===== config.mk =====
export PLATFORM = sky130hd
export DESIGN_NAME = fast_msg_encoder
export DESIGN_NICKNAME = d
export VERILOG_FILES = /design/src/rtl/fast_msg_encoder.sv
export SDC_FILE = /design/constraint.sdc
export NUM_CORES = 1
export LEC_CHECK = 0
export BUFFER_PORTS_ARGS = -buffer_cell sky130_fd_sc_hd__buf_4
export CAP_MARGIN = 5
export CORE_ASPECT_RATIO = 0.6
export CORE_MARGIN = 2
export CORE_UTILIZATION = 54
export CTS_BUF_LIST = sky130_fd_sc_hd__clkbuf_16
export CTS_CLUSTER_DIAMETER = 80
export DETAILED_ROUTE_END_ITERATION = 10
export PLACE_DENSITY = 0.77
export SLEW_MARGIN = 25
export SYNTH_ARGS = -nofsm -noshare
export SYNTH_HDL_FRONTEND = slang
export SYNTH_SLANG_ARGS = --single-unit

===== constraint.sdc =====
create_clock -name clk_fast -period 2.8 [get_ports clk_fast]
set_input_delay 0.56 -clock clk_fast [delete_from_list [all_inputs] [get_ports clk_fast]]
set_output_delay 0.56 -clock clk_fast [all_outputs]
set_load 0.01 [all_outputs]

===== src/rtl/fast_msg_encoder.sv =====
// -----------------------------------------------------------------------------
// fast_msg_encoder
//
// Serialises one order message into a fixed 27-byte FAST-style frame and
// streams it out one byte per transfer over a valid/ready byte interface.
//
// Frame layout (byte index : content)
//   0      : 8'hFF presence map
//   1      : template_id with stop bit forced (bit 7 = 1)
//   2..9   : symbol, most significant byte first
//   10..13 : price, least significant byte first, stop bit forced on byte 13
//   14..17 : quantity, same encoding as price
//   18     : side
//   19..26 : timestamp, most significant byte first
//
// Ports
//   clk_fast        in   1   byte-stream clock, all logic on its rising edge
//   rstn            in   1   synchronous active-low reset
//   msg_valid       in   1   message fields valid
//   msg_ready       out  1   encoder accepts a message this cycle
//   template_id     in   8   template ID
//   symbol          in   64  8 ASCII bytes, [63:56] sent first
//   price           in   32  price in cents
//   quantity        in   32  order quantity
//   side            in   8   0 = buy, 1 = sell
//   timestamp       in   64  message timestamp
//   udp_data_out    out  8   encoded byte
//   udp_valid_out   out  1   udp_data_out valid
//   udp_ready_in    in   1   sink accepts the byte
//   udp_last_out    out  1   current byte is the final byte (index 26)
//   busy            out  1   a message is in flight
//   msg_sent_count  out  32  number of completed messages (wraps)
//
// Build option
//   FAST_ENC_GAP_EN : when defined, a one-cycle GAP state follows every
//                     frame and the same-cycle reload on the final byte is
//                     disabled, so frames are separated by at least two idle
//                     cycles. When undefined, a new message may be accepted
//                     on the final-byte transfer and its first byte follows
//                     on the very next cycle.
// -----------------------------------------------------------------------------
module fast_msg_encoder (
  input  logic        clk_fast,
  input  logic        rstn,
  input  logic        msg_valid,
  output logic        msg_ready,
  input  logic [7:0]  template_id,
  input  logic [63:0] symbol,
  input  logic [31:0] price,
  input  logic [31:0] quantity,
  input  logic [7:0]  side,
  input  logic [63:0] timestamp,
  output logic [7:0]  udp_data_out,
  output logic        udp_valid_out,
  input  logic        udp_ready_in,
  output logic        udp_last_out,
  output logic        busy,
  output logic [31:0] msg_sent_count
);

  localparam logic [4:0] LAST_IDX = 5'd26;

`ifdef FAST_ENC_GAP_EN
  typedef enum logic [1:0] {
    ST_IDLE = 2'd0,
    ST_SEND = 2'd1,
    ST_GAP  = 2'd2
  } state_t;
`else
  typedef enum logic [1:0] {
    ST_IDLE = 2'd0,
    ST_SEND = 2'd1
  } state_t;
`endif

  state_t      state_reg;
  state_t      state_next;
  logic [4:0]  idx_reg;
  logic [4:0]  idx_next;

  // Captured message fields; held for the whole frame so the inputs may
  // change freely once a message has been accepted.
  logic [7:0]  template_reg;
  logic [63:0] symbol_reg;
  logic [31:0] price_reg;
  logic [31:0] quantity_reg;
  logic [7:0]  side_reg;
  logic [63:0] timestamp_reg;

  logic [31:0] count_reg;

  logic        accept;
  logic        last_xfer;

  // ---------------------------------------------------------------------------
  // Frame byte table. Indexed directly by the 5-bit byte index; entries 27..31
  // are never selected while sending but keep the index width exact.
  // ---------------------------------------------------------------------------
  logic [7:0] msg_bytes [32];

  assign msg_bytes[0]  = 8'hFF;
  assign msg_bytes[1]  = template_reg | 8'h80;
  assign msg_bytes[18] = side_reg;

  generate
    for (genvar gi = 0; gi < 8; gi++) begin : g_be_fields
      // Symbol and timestamp go out big-endian.
      assign msg_bytes[2 + gi]  = symbol_reg[63 - 8*gi -: 8];
      assign msg_bytes[19 + gi] = timestamp_reg[63 - 8*gi -: 8];
    end

    for (genvar gi = 0; gi < 4; gi++) begin : g_le_fields
      // Price and quantity go out little-endian; the top byte carries the
      // stop bit, which replaces bit 31 of the field.
      if (gi == 3) begin : g_stop
        assign msg_bytes[10 + gi] = price_reg[8*gi +: 8] | 8'h80;
        assign msg_bytes[14 + gi] = quantity_reg[8*gi +: 8] | 8'h80;
      end else begin : g_plain
        assign msg_bytes[10 + gi] = price_reg[8*gi +: 8];
        assign msg_bytes[14 + gi] = quantity_reg[8*gi +: 8];
      end
    end

    for (genvar gi = 27; gi < 32; gi++) begin : g_unused
      assign msg_bytes[gi] = 8'h00;
    end
  endgenerate

  // ---------------------------------------------------------------------------
  // Next-state and handshake logic
  // ---------------------------------------------------------------------------
  always_comb begin
    state_next    = state_reg;
    idx_next      = idx_reg;
    msg_ready     = 1'b0;
    udp_valid_out = 1'b0;

    case (state_reg)
      ST_IDLE: begin
        // Held low while reset is asserted so nothing is taken in reset.
        msg_ready = rstn;
        if (msg_valid) begin
          state_next = ST_SEND;
          idx_next   = 5'd0;
        end
      end

      ST_SEND: begin
        udp_valid_out = 1'b1;
        if (udp_ready_in) begin
          if (idx_reg == LAST_IDX) begin
            idx_next = 5'd0;
`ifdef FAST_ENC_GAP_EN
            state_next = ST_GAP;
`else
            // Final byte is leaving this cycle: a waiting message can be
            // loaded now and start on the next cycle without a bubble.
            msg_ready  = rstn;
            state_next = msg_valid ? ST_SEND : ST_IDLE;
`endif
          end else begin
            idx_next = idx_reg + 5'd1;
          end
        end
      end

`ifdef FAST_ENC_GAP_EN
      ST_GAP: begin
        state_next = ST_IDLE;
        idx_next   = 5'd0;
      end
`endif

      default: begin
        state_next = ST_IDLE;
        idx_next   = 5'd0;
      end
    endcase
  end

  assign accept    = msg_valid && msg_ready;
  assign last_xfer = udp_valid_out && udp_ready_in && (idx_reg == LAST_IDX);

  // ---------------------------------------------------------------------------
  // State, index, field capture and message counter
  // ---------------------------------------------------------------------------
  always_ff @(posedge clk_fast) begin
    if (!rstn) begin
      state_reg     <= ST_IDLE;
      idx_reg       <= 5'd0;
      template_reg  <= 8'h00;
      symbol_reg    <= 64'h0;
      price_reg     <= 32'h0;
      quantity_reg  <= 32'h0;
      side_reg      <= 8'h00;
      timestamp_reg <= 64'h0;
      count_reg     <= 32'h0;
    end else begin
      state_reg <= state_next;
      idx_reg   <= idx_next;

      if (accept) begin
        template_reg  <= template_id;
        symbol_reg    <= symbol;
        price_reg     <= price;
        quantity_reg  <= quantity;
        side_reg      <= side;
        timestamp_reg <= timestamp;
      end

      // Natural 32-bit wrap from all-ones back to zero.
      if (last_xfer) begin
        count_reg <= count_reg + 32'd1;
      end
    end
  end

  // ---------------------------------------------------------------------------
  // Outputs. Data, valid and last are functions of registered state only, so
  // they stay put while the sink holds udp_ready_in low.
  // ---------------------------------------------------------------------------
  assign udp_data_out   = (state_reg == ST_SEND) ? msg_bytes[idx_reg] : 8'h00;
  assign udp_last_out   = (state_reg == ST_SEND) && (idx_reg == LAST_IDX);
  assign busy           = (state_reg != ST_IDLE);
  assign msg_sent_count = count_reg;

endmodule

==> flow_metrics.tcl <==
set metrics [dict create \
    worstHoldStart "quantity[24]" \
    reg2reg_to "symbol_reg[28]" \
    cts_tree "built" \
    relSlewSlack 0.474 \
    synth-async-reset-ratio 0 \
    hold_depth 3 \
    root_buffer "clkbuf_16" \
    firstDrtPassIters 5 \
    antenna_found_initial 0 \
    vias_per_cell 5.59 \
    syn_inst 1314 \
    drive_gt1_frac 0.272 \
    final_util 0.730 \
    rsz0062_at_grt "yes" \
    hold_viol 0 \
    path_cells "buf_12 > mux4_2 > inv_2 > o21ai_2 > a221oi_2 > a21oi_2 > buf_4" \
    crit_type "reg -> out" \
    power.total_mw 7.80 \
    grt_pass1_vias 9097 \
    cp_num_buf_inv 3 \
    final_nets 1744 \
    path_clk_slew_ns 0.07 \
    drtIter0Drc 1016 \
    powerDensity_mw_per_mm2 558 \
    rows 39 \
    die_h_um 113 \
    wl_um 32500 \
    r2r-start "idx_reg[0]" \
    synth_commonest_cells "nand2_1, dfxtp_1, nand3_1" \
    synth_area_mm2 0.0107 \
    crit_arrival_ns 2.28 \
    die_x_um 185 \
    wl_per_cell_um 18.0 \
    hp-class "in -> reg" \
    yosysWarnings 0 \
    syn_avg_cell_area_um2 8.11 \
    leakagePower_nw 6.51 \
    cts_buffer_depth 3 \
    dp_hpwl_um 22400 \
    pin_count 256 \
    crit_family "multiplexers" \
    worst_pin_slew_ns 0.789 \
    yosysTopAreaCell "dfxtp_1" \
    syn_nets 1529 \
    cp.required_ns 2.24 \
    antenna_cells 0 \
    numCtsBuffers 22 \
    clock-sinks 243 \
    drc 0 \
    slowest_stage "mux4_2" \
    ant_nets 0 \
    slowest_delay_ns 0.50 \
    synth_seq_area_share 0.456 \
    synth_cell_types 54 \
    die_area_mm2 0.0209 \
    gp_congestion 0.940 \
    synth_most_common_cell "nand2_1" \
    syn2layout_area_growth_pct 31.3 \
    grt_first_pass_wirelength_um 49600 \
    critPathLaunchType "register" \
    synthTopCellsByArea "dfxtp_1, nand2_1, nand3_1" \
    insertion_delay_ns 0.51 \
    status "finished with violations" \
    num_vias 10100 \
    synth-seq-cells 243 \
    crit_path_end_kind "output port" \
    h-tree-depth 1 \
    worst_slack_ns -0.0410 \
    grt_util_all_layers 0.301 \
    synth.top_cell.area_share 0.456 \
    post-route-min-period_ns 2.84 \
    reg2reg_depth 10 \
    fin_crit_sh 1.01 \
    r2r_slack_ns 0.30 \
    drv_slew 0 \
    synth_edf_count 0 \
    ir_drop_mv 0.482 \
    worstHoldEndpoint "quantity_reg[24]" \
    port_buffers 252 \
    cap_violations 0 \
    setup_viol 2 \
    grt_overflow_total 0 \
    max_freq_mhz 352 \
    cp_max_fo 6 \
    synthFlopType "dfxtp_1" \
    start_util 0.556 \
    preCtsSetupSlack_ns 0.0995 \
    skew_ns 0.0181 \
    violations "negative setup slack" \
    core_area_mm2 0.0192 \
    grt_start_max_net_pins 128 \
]
## kinds of logic after synthesis
family	count (synthesis)	synth area share
adders and majority gates	3	0.00352
muxes	74	0.0906
DFF	243	0.456
AOI/OAI and AO/OA	93	0.0581
buffers and inverters	111	0.0473
and+or+nand+nor	761	0.320
xor gates and xnor gates	29	0.0238
## report_power, final
part	total [mW]	switching (mW)	internal [mW]
combinational	1.05	0.530	0.524
clock	2.97	1.30	1.66
sequential	3.78	0.121	3.66
## worst register-to-register path: stages, from the launching register on
cell        delay, ns
dfxtp_4          0.38
buf_4            0.15
clkinvlp_4       0.06
buf_4            0.12
ha_1             0.14
and4b_1          0.22
a21boi_2         0.09
and3b_4          0.66
buf_12           0.31
nand2_1          0.21
nand2_1          0.09
## per-stage QoR
stage | TNS [ns] | cells | instance area [um2] | hold slack, ns
after floorplan | 0 | 1314 | 10700 | 0.429
after global placement | 0 | 1754 | 12800 | 0.439
after detailed placement | 0 | 1754 | 12800 | 0.442
after CTS | -0.147 | 1806 | 13900 | 0.217
after global routing | -0.478 | 1808 | 14000 | 0.214
final | -0.0688 | 1808 | 14000 | 0.227
## cells in the final DEF (no fill, tap or decap), drive strengths merged, types with 7 or more instances in the layout
cell type	Yosys	routed
nor2	14	14
mux2	10	10
nor3	15	15
nand2	433	433
o21ai	15	15
and3	7	7
buf	61	296
mux4	17	17
nor2b	8	8
nand4	15	15
and2	30	30
clkinv	0	7
mux2i	47	47
a21oi	16	16
dfxtp	243	243
a211oi	15	15
xor2	11	11
nand3	213	213
xnor2	18	18
clkbuf	45	23
inv	5	9
a31oi	8	8
a22oi	14	14
## routing by layer
| metal | track usage | part of all wire | vias to the layer above |
|---|---|---|---|
| met5 | 0 | 0 | - |
| met4 | 0.0661 | 0.017 | 0 |
| met3 | 0.0579 | 0.090 | 40 |
| met2 | 0.418 | 0.41 | 448 |
| met1 | 0.478 | 0.48 | 4739 |
| li1 | - | - | 4873 |
## layout make-up
cell class | count | area (um2)
Timing Repair Buffer | 297 | 2490
Multi-Input combinational cell | 960 | 5580
Clock inverter | 14 | 113
Fill cell | 1513 | 5180
Inverter | 5 | 22.5
Sequential cell | 243 | 4880
Tap cell | 266 | 333
Clock buffer | 23 | 576
## timing repair
| item | 4_1_cts | 5_1_grt |
|---|---|---|
| hold buffers | 0 | 0 |
| buffers inserted | 14 | 3 |
| gates cloned | 2 | 0 |
| hold endpoints to repair | 0 | 0 |
| endpoints found under the setup margin | 10 | 8 |
| pin swaps | 17 | 10 |
| gates resized for setup | 53 | 25 |
## worst max path at each step
stage | start | end | slack (ns) | cells past startpoint
floorplan | idx_reg[0] | price_reg[15] | 0.35 | 14
global placement | idx_reg[0] | udp_data_out[3] | 0.13 | 8
detailed placement | idx_reg[0] | udp_data_out[3] | 0.1 | 8
CTS | idx_reg[0] | udp_data_out[7] | -0.05 | 7
global route | idx_reg[0] | udp_data_out[0] | -0.13 | 8
finish | idx_reg[0] | udp_data_out[7] | -0.04 | 7
Power figures use the tool's default switching activity.
